==> config.mk <==
export PLATFORM = sky130hd
export DESIGN_NAME = cmvn_tx_flat
export DESIGN_NICKNAME = d
export VERILOG_FILES = /design/src/rtl/kws_pkg.sv /design/src/rtl/cmvn_tx_if.sv /design/src/rtl/q_mul_sat.sv /design/src/rtl/cmvn_tx.sv /design/src/flat_wrapper.sv
export SDC_FILE = /design/constraint.sdc
export NUM_CORES = 2
export LEC_CHECK = 0
export CORE_AREA = 2 2 699 423
export CTS_CLUSTER_DIAMETER = 200
export CTS_CLUSTER_SIZE = 30
export DETAILED_ROUTE_END_ITERATION = 16
export DIE_AREA = 0 0 701 425
export PLACE_DENSITY_LB_ADDON = 0.1
export SYNTH_ARGS = -nofsm -noshare
export SYNTH_HDL_FRONTEND = slang
export SYNTH_SLANG_ARGS = --single-unit
==> constraint.sdc <==
create_clock -name clk -period 9.82 [get_ports clk]
set_input_delay 2.455 -clock clk [delete_from_list [all_inputs] [get_ports clk]]
set_output_delay 2.455 -clock clk [all_outputs]
set_load 0.01 [all_outputs]
==> src/rtl/kws_pkg.sv <==
// Shared constants and types for the keyword-spotting front end.
// Q1.7.24 fixed point, frame geometry and the CMVN sender state encoding.
package kws_pkg;

    localparam int unsigned FRAME_LEN = 20;
    localparam int unsigned FRAC_BITS = 24;

    localparam logic [31:0] SAT_MAX = 32'h7FFF_FFFF;
    localparam logic [31:0] SAT_MIN = 32'h8000_0000;

    typedef enum logic [1:0] {
        FILL,
        SEND,
        DRAIN
    } cmvn_state_e;

endpackage

==> src/rtl/cmvn_tx_if.sv <==
// Bus bundle for cmvn_tx: filterbank write port, coefficient port and output stream.
// slave is the CMVN block; master is whoever feeds and drains it.
interface cmvn_tx_if;

    logic [31:0] fbank_data;
    logic [4:0]  fbank_addr;
    logic        fbank_valid;
    logic        fbank_ready;

    logic        coef_we;
    logic        coef_sel;
    logic [4:0]  coef_addr;
    logic [31:0] coef_data;

    logic        tx_ready;
    logic [31:0] cmvn_output_data;
    logic [4:0]  cmvn_output_addr;
    logic        cmvn_output_valid;
    logic        frame_done;

    modport slave (
        input  fbank_data, fbank_addr, fbank_valid,
        output fbank_ready,
        input  coef_we, coef_sel, coef_addr, coef_data,
        input  tx_ready,
        output cmvn_output_data, cmvn_output_addr, cmvn_output_valid, frame_done
    );

    modport master (
        output fbank_data, fbank_addr, fbank_valid,
        input  fbank_ready,
        output coef_we, coef_sel, coef_addr, coef_data,
        output tx_ready,
        input  cmvn_output_data, cmvn_output_addr, cmvn_output_valid, frame_done
    );

endinterface

==> src/rtl/q_mul_sat.sv <==
// Signed 33x32 fixed-point multiply, rescale by FRAC_BITS and saturate to Q1.7.24.
module q_mul_sat #(
    parameter int unsigned FRAC_BITS = kws_pkg::FRAC_BITS
) (
    input  logic signed [32:0] diff,
    input  logic signed [31:0] coef,
    output logic        [31:0] result
);
    import kws_pkg::*;

    logic signed [64:0]          prod;
    logic        [33-FRAC_BITS:0] hi;

    // The result fits only if every bit above the kept window matches its sign.
    always_comb begin
        prod = 65'(diff) * 65'(coef);
        hi   = prod[64:FRAC_BITS+31];
        if (hi == '0 || hi == '1) begin
            result = prod[FRAC_BITS+31:FRAC_BITS];
        end else if (prod[64]) begin
            result = SAT_MIN;
        end else begin
            result = SAT_MAX;
        end
    end

endmodule

==> src/rtl/cmvn_tx.sv <==
// Cepstral mean/variance normalisation: buffers one filterbank frame, then streams
// (x - mean) * inv_std per element through a two-stage pipeline with backpressure.
module cmvn_tx #(
    parameter int unsigned FRAME_LEN = kws_pkg::FRAME_LEN,
    parameter int unsigned FRAC_BITS = kws_pkg::FRAC_BITS
) (
    input logic      clk,
    input logic      rst,
    cmvn_tx_if.slave bus
);
    import kws_pkg::*;

    localparam logic [4:0] LAST_IDX    = 5'(FRAME_LEN - 1);
    localparam logic [5:0] FRAME_LEN_W = 6'(FRAME_LEN);

    cmvn_state_e state_q, state_d;

    logic [31:0] fbuf     [FRAME_LEN];
    logic [31:0] mean_tab [FRAME_LEN];
    logic [31:0] istd_tab [FRAME_LEN];

    logic [FRAME_LEN-1:0] written;
    logic [5:0]           fill_cnt;
    logic [4:0]           issue_cnt;

    logic               s1_valid;
    logic signed [32:0] s1_diff;
    logic signed [31:0] s1_istd;
    logic [4:0]         s1_addr;

    logic        out_valid;
    logic [31:0] out_data;
    logic [4:0]  out_addr;
    logic [31:0] prod_sat;

    logic fb_addr_ok, coef_addr_ok;
    logic fill_wr, fill_new, fill_done;
    logic stall, xfer, last_xfer;
    logic issue_en, fbank_ready_c, frame_done_c;

    always_comb begin
        fb_addr_ok   = {1'b0, bus.fbank_addr} < FRAME_LEN_W;
        coef_addr_ok = {1'b0, bus.coef_addr} < FRAME_LEN_W;
        fill_wr      = (state_q == FILL) && bus.fbank_valid && fb_addr_ok;
        fill_new     = fill_wr && !written[bus.fbank_addr];
        fill_done    = fill_new && (fill_cnt == FRAME_LEN_W - 6'd1);
        stall        = out_valid && !bus.tx_ready;
        xfer         = out_valid && bus.tx_ready;
        last_xfer    = xfer && (out_addr == LAST_IDX);
    end

    always_ff @(posedge clk) begin
        if (rst) begin
            state_q <= FILL;
        end else begin
            state_q <= state_d;
        end
    end

    always_comb begin
        state_d = state_q;
        unique case (state_q)
            FILL:  if (fill_done) state_d = SEND;
            SEND:  if (issue_en && issue_cnt == LAST_IDX) state_d = DRAIN;
            DRAIN: if (last_xfer) state_d = FILL;
            default: state_d = FILL;
        endcase
    end

    always_comb begin
        fbank_ready_c = (state_q == FILL);
        issue_en      = (state_q == SEND) && !stall;
        frame_done_c  = last_xfer;
    end

    // Storage arrays carry no reset: a reset drops the frame but keeps the tables.
    always_ff @(posedge clk) begin
        if (fill_wr) begin
            fbuf[bus.fbank_addr] <= bus.fbank_data;
        end
        if (bus.coef_we && coef_addr_ok) begin
            if (bus.coef_sel) begin
                istd_tab[bus.coef_addr] <= bus.coef_data;
            end else begin
                mean_tab[bus.coef_addr] <= bus.coef_data;
            end
        end
    end

    always_ff @(posedge clk) begin
        if (rst) begin
            written   <= '0;
            fill_cnt  <= '0;
            issue_cnt <= '0;
            s1_valid  <= 1'b0;
            s1_diff   <= '0;
            s1_istd   <= '0;
            s1_addr   <= '0;
            out_valid <= 1'b0;
            out_data  <= '0;
            out_addr  <= '0;
        end else begin
            if (fill_wr) begin
                written[bus.fbank_addr] <= 1'b1;
            end
            if (fill_new) begin
                fill_cnt <= fill_cnt + 6'd1;
            end
            if (last_xfer) begin
                written  <= '0;
                fill_cnt <= '0;
            end
            if (issue_en) begin
                issue_cnt <= (issue_cnt == LAST_IDX) ? '0 : issue_cnt + 5'd1;
            end
            // istd is captured at issue so later table writes only affect later elements.
            if (!stall) begin
                s1_valid <= issue_en;
                if (issue_en) begin
                    s1_diff <= 33'(signed'(fbuf[issue_cnt])) - 33'(signed'(mean_tab[issue_cnt]));
                    s1_istd <= istd_tab[issue_cnt];
                    s1_addr <= issue_cnt;
                end
                out_valid <= s1_valid;
                if (s1_valid) begin
                    out_data <= prod_sat;
                    out_addr <= s1_addr;
                end
            end
        end
    end

    q_mul_sat #(.FRAC_BITS(FRAC_BITS)) u_mul (
        .diff   (s1_diff),
        .coef   (s1_istd),
        .result (prod_sat)
    );

    assign bus.fbank_ready       = fbank_ready_c;
    assign bus.frame_done        = frame_done_c;
    assign bus.cmvn_output_valid = out_valid;
    assign bus.cmvn_output_data  = out_data;
    assign bus.cmvn_output_addr  = out_addr;

endmodule
==> src/flat_wrapper.sv <==
// flat-port wrapper written by rule: the top's interface ports become plain ports
module cmvn_tx_flat import kws_pkg::*;
#(
    parameter int unsigned FRAME_LEN = kws_pkg::FRAME_LEN,
    parameter int unsigned FRAC_BITS = kws_pkg::FRAC_BITS
)
  (clk, rst, bus_fbank_data, bus_fbank_addr, bus_fbank_valid, bus_fbank_ready, bus_coef_we, bus_coef_sel, bus_coef_addr, bus_coef_data, bus_tx_ready, bus_cmvn_output_data, bus_cmvn_output_addr, bus_cmvn_output_valid, bus_frame_done);
  cmvn_tx_if bus_i ();
  input logic clk;
  input logic rst;
  input wire logic [$bits(bus_i.fbank_data)-1:0] bus_fbank_data;
  input wire logic [$bits(bus_i.fbank_addr)-1:0] bus_fbank_addr;
  input wire logic [$bits(bus_i.fbank_valid)-1:0] bus_fbank_valid;
  output wire logic [$bits(bus_i.fbank_ready)-1:0] bus_fbank_ready;
  input wire logic [$bits(bus_i.coef_we)-1:0] bus_coef_we;
  input wire logic [$bits(bus_i.coef_sel)-1:0] bus_coef_sel;
  input wire logic [$bits(bus_i.coef_addr)-1:0] bus_coef_addr;
  input wire logic [$bits(bus_i.coef_data)-1:0] bus_coef_data;
  input wire logic [$bits(bus_i.tx_ready)-1:0] bus_tx_ready;
  output wire logic [$bits(bus_i.cmvn_output_data)-1:0] bus_cmvn_output_data;
  output wire logic [$bits(bus_i.cmvn_output_addr)-1:0] bus_cmvn_output_addr;
  output wire logic [$bits(bus_i.cmvn_output_valid)-1:0] bus_cmvn_output_valid;
  output wire logic [$bits(bus_i.frame_done)-1:0] bus_frame_done;
  assign bus_i.fbank_data = bus_fbank_data;
  assign bus_i.fbank_addr = bus_fbank_addr;
  assign bus_i.fbank_valid = bus_fbank_valid;
  assign bus_fbank_ready = bus_i.fbank_ready;
  assign bus_i.coef_we = bus_coef_we;
  assign bus_i.coef_sel = bus_coef_sel;
  assign bus_i.coef_addr = bus_coef_addr;
  assign bus_i.coef_data = bus_coef_data;
  assign bus_i.tx_ready = bus_tx_ready;
  assign bus_cmvn_output_data = bus_i.cmvn_output_data;
  assign bus_cmvn_output_addr = bus_i.cmvn_output_addr;
  assign bus_cmvn_output_valid = bus_i.cmvn_output_valid;
  assign bus_frame_done = bus_i.frame_done;
  cmvn_tx #(.FRAME_LEN(FRAME_LEN), .FRAC_BITS(FRAC_BITS)) u_core (.clk(clk), .rst(rst), .bus(bus_i));
endmodule
Word level (Yosys, flattened, before mapping)
Memories as Yosys holds them, arrays and structs flattened. A register that Yosys moved wholly into a read port is not among the register bits.
Index checks and enable logic that the tools add are counted.
{"block": "op_classes", "reduce_logical": 21, "bitwise": 2, "n_addsub": 3, "eq_ne": 9, "magnitude_cmp": 4, "n_shift": 0, "multipliers": 1, "div": 0, "mux": 23}
{"op": "multiplier 33 x 32 -> 65 bit", "count": 1}
{"op": "2-to-1 mux 32 bit", "count": 2}
{"op": "subtractor 32 x 32 -> 33 bit", "count": 1}
{"op": "2-to-1 mux 5 bit", "count": 5}
{"op": "bitwise OR 20 bit", "count": 1}
{"op": "logical AND 1 bit", "count": 11}
{"op": "equality test 10 bit (second input constant)", "count": 1}
{"op": "equality test 5 bit (second input constant)", "count": 2}
{"op": "logical NOT 10 bit", "count": 1}
{"op": "< comparator 5 bit (second input constant)", "count": 2}
{"op": "2-to-1 mux 1 bit", "count": 10}
{"op": "adder 6 x 1 -> 6 bit (second input constant)", "count": 1}
{"op": "equality test 6 x 5 -> 1 bit (second input constant)", "count": 1}
{"op": "< comparator 5 x 6 -> 1 bit (second input constant)", "count": 1}
{"op": "2-to-1 mux 2 bit", "count": 3}
{"op": "case mux 2 bit (3 select lines)", "count": 1}
{"op": "adder 5 x 1 -> 5 bit (second input constant)", "count": 1}
{"op": "binary-select mux 1 bit (select 5 bit)", "count": 1}
{"op": "demux 1 bit (select 5 bit)", "count": 1}
{"op": "greater-or-equal comparator 5 x 1 -> 1 bit (second input constant)", "count": 1}
{"op": "inequality test 2 x 1 -> 1 bit (second input constant)", "count": 2}
{"op": "AND reduction 2 bit", "count": 2}
{"op": "logical NOT 1 bit", "count": 3}
{"op": "AND reduction 3 bit", "count": 1}
{"op": "other kinds (7)", "count": 7}
{"block": "word_totals", "input_bits": 80, "mem_bits_rw": 1920, "latch_bits": 0, "mem_count": 3, "mem_bits_ro": 0, "regBits": 110, "word_cells": 76, "output_inout_bits": 40}
{"name": "u_core.fbuf", "words": 20, "word_bits": 32, "read_ports": 1, "rd_ports_with_merged_regs": 1, "write_ports": 1, "line": "cmvn_tx.sv:18", "text": "logic [31:0] fbuf [FRAME_LEN];"}
{"name": "u_core.istd_tab", "words": 20, "word_bits": 32, "read_ports": 1, "rd_ports_with_merged_regs": 1, "write_ports": 1, "line": "cmvn_tx.sv:20", "text": "logic [31:0] istd_tab [FRAME_LEN];"}
{"name": "u_core.mean_tab", "words": 20, "word_bits": 32, "read_ports": 1, "rd_ports_with_merged_regs": 1, "write_ports": 1, "line": "cmvn_tx.sv:19", "text": "logic [31:0] mean_tab [FRAME_LEN];"}

Depth between registers and ports, before layout
{"block": "logic_depth", "ltp_word": 7, "depth_mapped": 31, "ltp_nobuf": 29}

Cells and area by module
From an unflattened synthesis, not the netlist that was laid out.
{"block": "hier_totals", "cells_unflattened": 7651, "hier_area_um2": 116626.9}
{"module": "cmvn_tx", "area_per_inst_um2": 79518.8, "instances": 1, "cells_per_inst": 3658, "seq_area_each_um2": 60598.1}
{"module": "q_mul_sat", "area_per_inst_um2": 37108.1, "instances": 1, "cells_per_inst": 3993, "seq_area_each_um2": 0.0}

Least setup slack after synthesis
Ideal clock, no wire load.
{"block": "synth_path", "path_kind": "register to register", "startpoint": "register u_core.s1_diff[32]", "endpoint": "register u_core.out_data[26] (netlist: u_core.bus.cmvn_output_data[26])", "setup_ns": 0.096, "period_less_slack_ns": 8.755, "setup_slack_ns": 1.065, "stages_incl_launch_ff": 27, "required_time_ns": 9.724, "arrival_ns": 8.659, "path_buffers": 2, "cell_sequence": "dfxtp_1 -> clkbuf_1 -> nand2_1 -> inv_1 -> fa_1 -> fa_1 -> fa_1 -> inv_1 -> fa_1 -> inv_1 -> fa_1 -> fa_1 -> fa_1 -> fa_1 -> ha_1 -> clkbuf_1 -> a21o_1 -> a21o_1 -> a21o_1 -> a21oi_1 -> o21a_1 -> o2111ai_2 -> and3_1 -> or3_1 -> or4_1 -> mux2_4 -> o41ai_2"}
{"block": "synth_via", "elab_chain_cells": 4, "word_cells_on_any_way": 6, "classes_between": "mul: 1; eq/ne: 1; mux: 2; reduce/logical: 2"}
{"item": "start: declaration", "line": "cmvn_tx.sv:27", "text": "logic signed [32:0] s1_diff;"}
{"item": "start signal: assignment", "line": "cmvn_tx.sv:120", "text": "s1_diff <= 33'(signed'(fbuf[issue_cnt])) - 33'(signed'(mean_tab[issue_cnt]));"}
{"item": "multiplier 33 x 32 -> 65 bit *", "line": "q_mul_sat.sv:16", "text": "prod = 65'(diff) * 65'(coef);"}
{"item": "equality test 10 bit or logical NOT 10 bit (tied branches)", "line": "q_mul_sat.sv:18", "text": "if (hi == '0 || hi == '1) begin"}
{"item": "logical OR 1 bit", "line": "q_mul_sat.sv:18"}
{"item": "2-to-1 mux 32 bit *", "line": "q_mul_sat.sv:18"}
{"item": "end signal: assignment", "line": "cmvn_tx.sv:126", "text": "out_data <= prod_sat;"}
{"item": "end: declaration", "line": "cmvn_tx.sv:32", "text": "logic [31:0] out_data;"}
Mark *: on every way between the ends. The rest lies on a longest branch, timed or not.
A chain may end at the register's enable or synchronous reset.

Worst setup path in the final report
{"block": "layout_path", "startpoint": "register u_core.s1_istd[24] (read register of u_core.istd_tab)", "endpoint": "register u_core.out_data[12] (netlist: u_core.bus.cmvn_output_data[12])"}
{"block": "layout_via", "elab_chain_cells": 4, "word_cells_on_any_way": 6, "classes_between": "mul: 1; eq/ne: 1; mux: 2; reduce/logical: 2"}
{"item": "start: declaration", "line": "cmvn_tx.sv:28", "text": "logic signed [31:0] s1_istd;"}
{"item": "multiplier 33 x 32 -> 65 bit *", "line": "q_mul_sat.sv:16"}
{"item": "equality test 10 bit or logical NOT 10 bit (tied branches)", "line": "q_mul_sat.sv:18"}
{"item": "logical OR 1 bit", "line": "q_mul_sat.sv:18"}
{"item": "2-to-1 mux 32 bit *", "line": "q_mul_sat.sv:18"}
Marks and branches as above.

==> impl_metrics.py <==
metrics = {
    "sta": {
        "skew_ps": 59.2,
        "setup_tns_ps": 0,
        "post-route-min-period_ps": 9340,
        "fmax_mhz": 107,
        "period_share_pct": 95.1,
        "max_slew_margin_pct": 27.5,
        "slew_violations": 0,
        "tightest_slew_ps": 1090,
        "setup_viol": 0,
        "rsz0062_at_grt": "no",
        "setup_ws_ps": 479,
        "finalHoldViolCount": 0,
    },
    "cts": {
        "hold_buffers": 0,
        "cts_made_buffers": 80,
        "clk_path_buf_depth": 3,
        "cts_tree": "built",
        "clock_sinks": 2067,
        "clk_pin_slew_ps": 120,
        "clk_latency_ps": 770,
        "ctsHtreeMaxLevel": 3,
        "cts_root_buf": "clkbuf_16",
    },
    "floorplanning": {
        "die_w_um": 701,
        "pin_count": 120,
        "rows": 154,
        "core_area_um2": 292000,
        "die_area_um2": 298000,
        "die_h_um": 425,
        "initial_utilization_pct": 39.8,
    },
    "critical_path": {
        "start_kind": "flip-flop",
        "crit_path_top_delay_cell": "dfxtp_1",
        "critPathMaxFanout": 30,
        "max_stage_delay_ps": 910,
        "cp_num_buf_inv": 3,
        "crit_type": "flip-flop to flip-flop",
        "worstPathRequired_ps": 10450,
        "crit_path_end_kind": "flip-flop",
        "crit_family": "adder cells",
        "cp_common_cell": "fa_1",
        "arrival_ps": 9970,
    },
    "drt": {
        "drt_wl_total_um": 336000,
        "vias": 62931,
        "wl_per_cell_um": 29.1,
        "drt_iter0_drc": 6691,
        "ant_nets": 0,
        "drcViolationCount": 0,
        "vias_per_cell": 5.45,
        "dr.pass1.iters": 5,
    },
    "logic_synthesis": {
        "synthCells": 7539,
        "yosys_warnings": 0,
        "synthesis.area_um2": 116000,
        "ys_top_cells_by_area": "edfxtp_1, fa_1, mux4_2, inv_1, and2_1",
        "synthesis.nets": 8947,
        "yosys.area.top_type": "edfxtp_1",
        "synth_seq_area_share_pct": 52.2,
        "synth_seq_cells": 2067,
        "synth_cell_types": 78,
        "syn_area_per_cell_um2": 15.4,
        "async_flop_share_pct": 0,
        "netlist.area_leader.share_pct": 49.7,
        "synth_edf_count": 1920,
        "synth_ff_type": "edfxtp_1",
    },
    "run_status": {
        "outcome": "finished, final reports clean",
    },
    "cells_and_area": {
        "final_cells": 11548,
        "utilization_pct": 43.1,
        "final_cell_mix": "edfxtp_1, fa_1, inv_1, nand2_1, mux4_2",
        "mostFrequentLayoutCell": "edfxtp_1",
        "drive_gt1_share_pct": 14.1,
        "fin_area_um2": 126000,
        "syn_to_final_growth_pct": 8.32,
        "num-nets-final": 8995,
        "fillers": 26107,
    },
    "min_path": {
        "hold_path_class": "flip-flop to flip-flop",
    },
    "grt": {
        "grt_usage_pct": 22.7,
        "grt_max_degree": 98,
        "grt_pass1_vias": 65374,
        "grt.overflow.total": 0,
        "grt_pass1_wl_um": 486000,
        "antenna_found_initial": 28,
    },
    "placed_design": {
        "hpwl_um": 226000,
        "gp_congestion": 0.835,
        "placed_cells": 11404,
        "dpl_cell_area_um2": 123000,
        "port_buffers": 119,
        "dp_slack_ps": 145,
    },
    "flow_run": {
        "max_cap_viol_count": 0,
    },
    "power": {
        "p_leak_nw": 45.0,
        "p_per_area_nw_per_um2": 114,
        "ir_worst_vdd_mv": 0.132,
    },
}
==> power breakdown <==
part	switching [mW]	total (mW)	internal, mW	leakage (nW)
clock	2.74	4.36	1.62	1.15
sequential	0.00972	9.66	9.65	18.5
combinational	0.219	0.279	0.0596	25.4
==> stage by stage <==
step / hold slack [ps] / power, mW
after global routing: 484 / 14.7
after detailed placement: 451 / 10.1
after global placement: 442 / 10.1
final: 463 / 14.3
after CTS: 468 / 14.4
after floorplan: 432 / 9.92
==> per-layer routing <==
layer	wire length [um]	track usage, %
met1	163000	36.4
met2	142000	32.7
met3	26700	4.77
met4	3740	2.53
met5	72	0
==> kinds of logic after synthesis <==
group | count (synthesis) | share of synthesized area (%)
AO/OA/AOI/OAI | 383 | 2.23
AND/OR/NAND/NOR | 1599 | 6.69
XOR/XNOR | 75 | 0.566
multiplexers | 687 | 12.2
adder cells (fa/ha/maj) | 1328 | 21.5
buffers and inverters | 1400 | 4.54
flip-flops | 2067 | 52.2
==> flip-flops by register name (all words and copies together) (netlist names), 5 cells and up, named ones only <==
register,cells
u_core.s1_addr,5
u_core.written,20
u_core.fbuf,640
u_core.fill_cnt,6
u_core.bus.cmvn_output_addr,5
u_core.issue_cnt,5
u_core.mean_tab,640
u_core.s1_istd,32
u_core.bus.cmvn_output_data,32
u_core.s1_diff,33
u_core.istd_tab,640
==> cell usage after synthesis (4+ instances only) <==
cell,number
nand3b_1,8
nor4b_1,7
or3_1,35
o21ai_0,51
and4_1,4
a211oi_1,39
inv_1,994
ha_1,216
nand4_1,17
nor2_1,249
a31oi_1,13
a21oi_1,119
o21a_1,9
mux2_2,31
o221ai_1,5
mux4_2,581
nand3_1,27
clkbuf_1,349
o211ai_1,6
a21boi_0,4
and3_1,13
o32ai_1,31
nor2b_1,11
or4_1,5
xnor2_1,51
and2_1,512
xor2_1,24
buf_2,6
or2_2,4
nand2b_1,20
o31ai_1,4
nor3_1,26
nand2_1,649
edfxtp_1,1920
fa_1,1112
mux2i_1,74
o21bai_1,14
buf_1,51
dfxtp_1,147
a21o_1,43
==> worst paths after layout <==
| kind | start | endpoint | slack, ps | cells past startpoint |
|---|---|---|---|---|
| setup / recovery | u_core.s1_istd[24] | u_core.bus.cmvn_output_data[12] | 480 | 25 |
| hold / removal | u_core.s1_addr[1] | u_core.bus.cmvn_output_addr[1] | 460 | 2 |
| setup reg to reg | u_core.s1_istd[24] | u_core.bus.cmvn_output_data[12] | 480 | 25 |
| hold reg to reg | u_core.s1_addr[1] | u_core.bus.cmvn_output_addr[1] | 460 | 2 |
==> layout make-up <==
| type | count | area (um^2) | share of cell area [%] |
|---|---|---|---|
| Antenna cell | 5 | 12.5 | 0.00996 |
| Clock buffer | 129 | 2210 | 1.76 |
| Clock inverter | 9 | 233 | 0.185 |
| Inverter | 994 | 3730 | 2.97 |
| Multi-Input combinational cell | 4072 | 50600 | 40.3 |
| Sequential cell | 2067 | 60700 | 48.3 |
| Tap cell | 3900 | 4880 | 3.88 |
| Timing Repair Buffer | 372 | 3340 | 2.66 |
==> worst reg2reg max path, cell delays in order (launching register included) <==
cell,delay [ps]
dfxtp_1,910
buf_4,440
nand2_1,130
fa_1,510
inv_1,50
fa_1,520
fa_1,540
fa_1,620
fa_1,490
fa_1,560
fa_1,450
fa_1,470
ha_1,390
a21oi_1,310
o21bai_1,100
a21o_1,210
a2111oi_2,420
o31ai_1,180
mux2i_1,170
o211a_1,160
o211ai_1,150
nand4bb_1,230
or4_1,510
mux2_4,280
buf_4,250
o32ai_1,160
==> repair_timing <==
item	in CTS	in global routing
endpoints found under the setup margin	0	31
gates resized for setup	0	17
setup buffers	0	1
(Power assumes the default switching activity.)
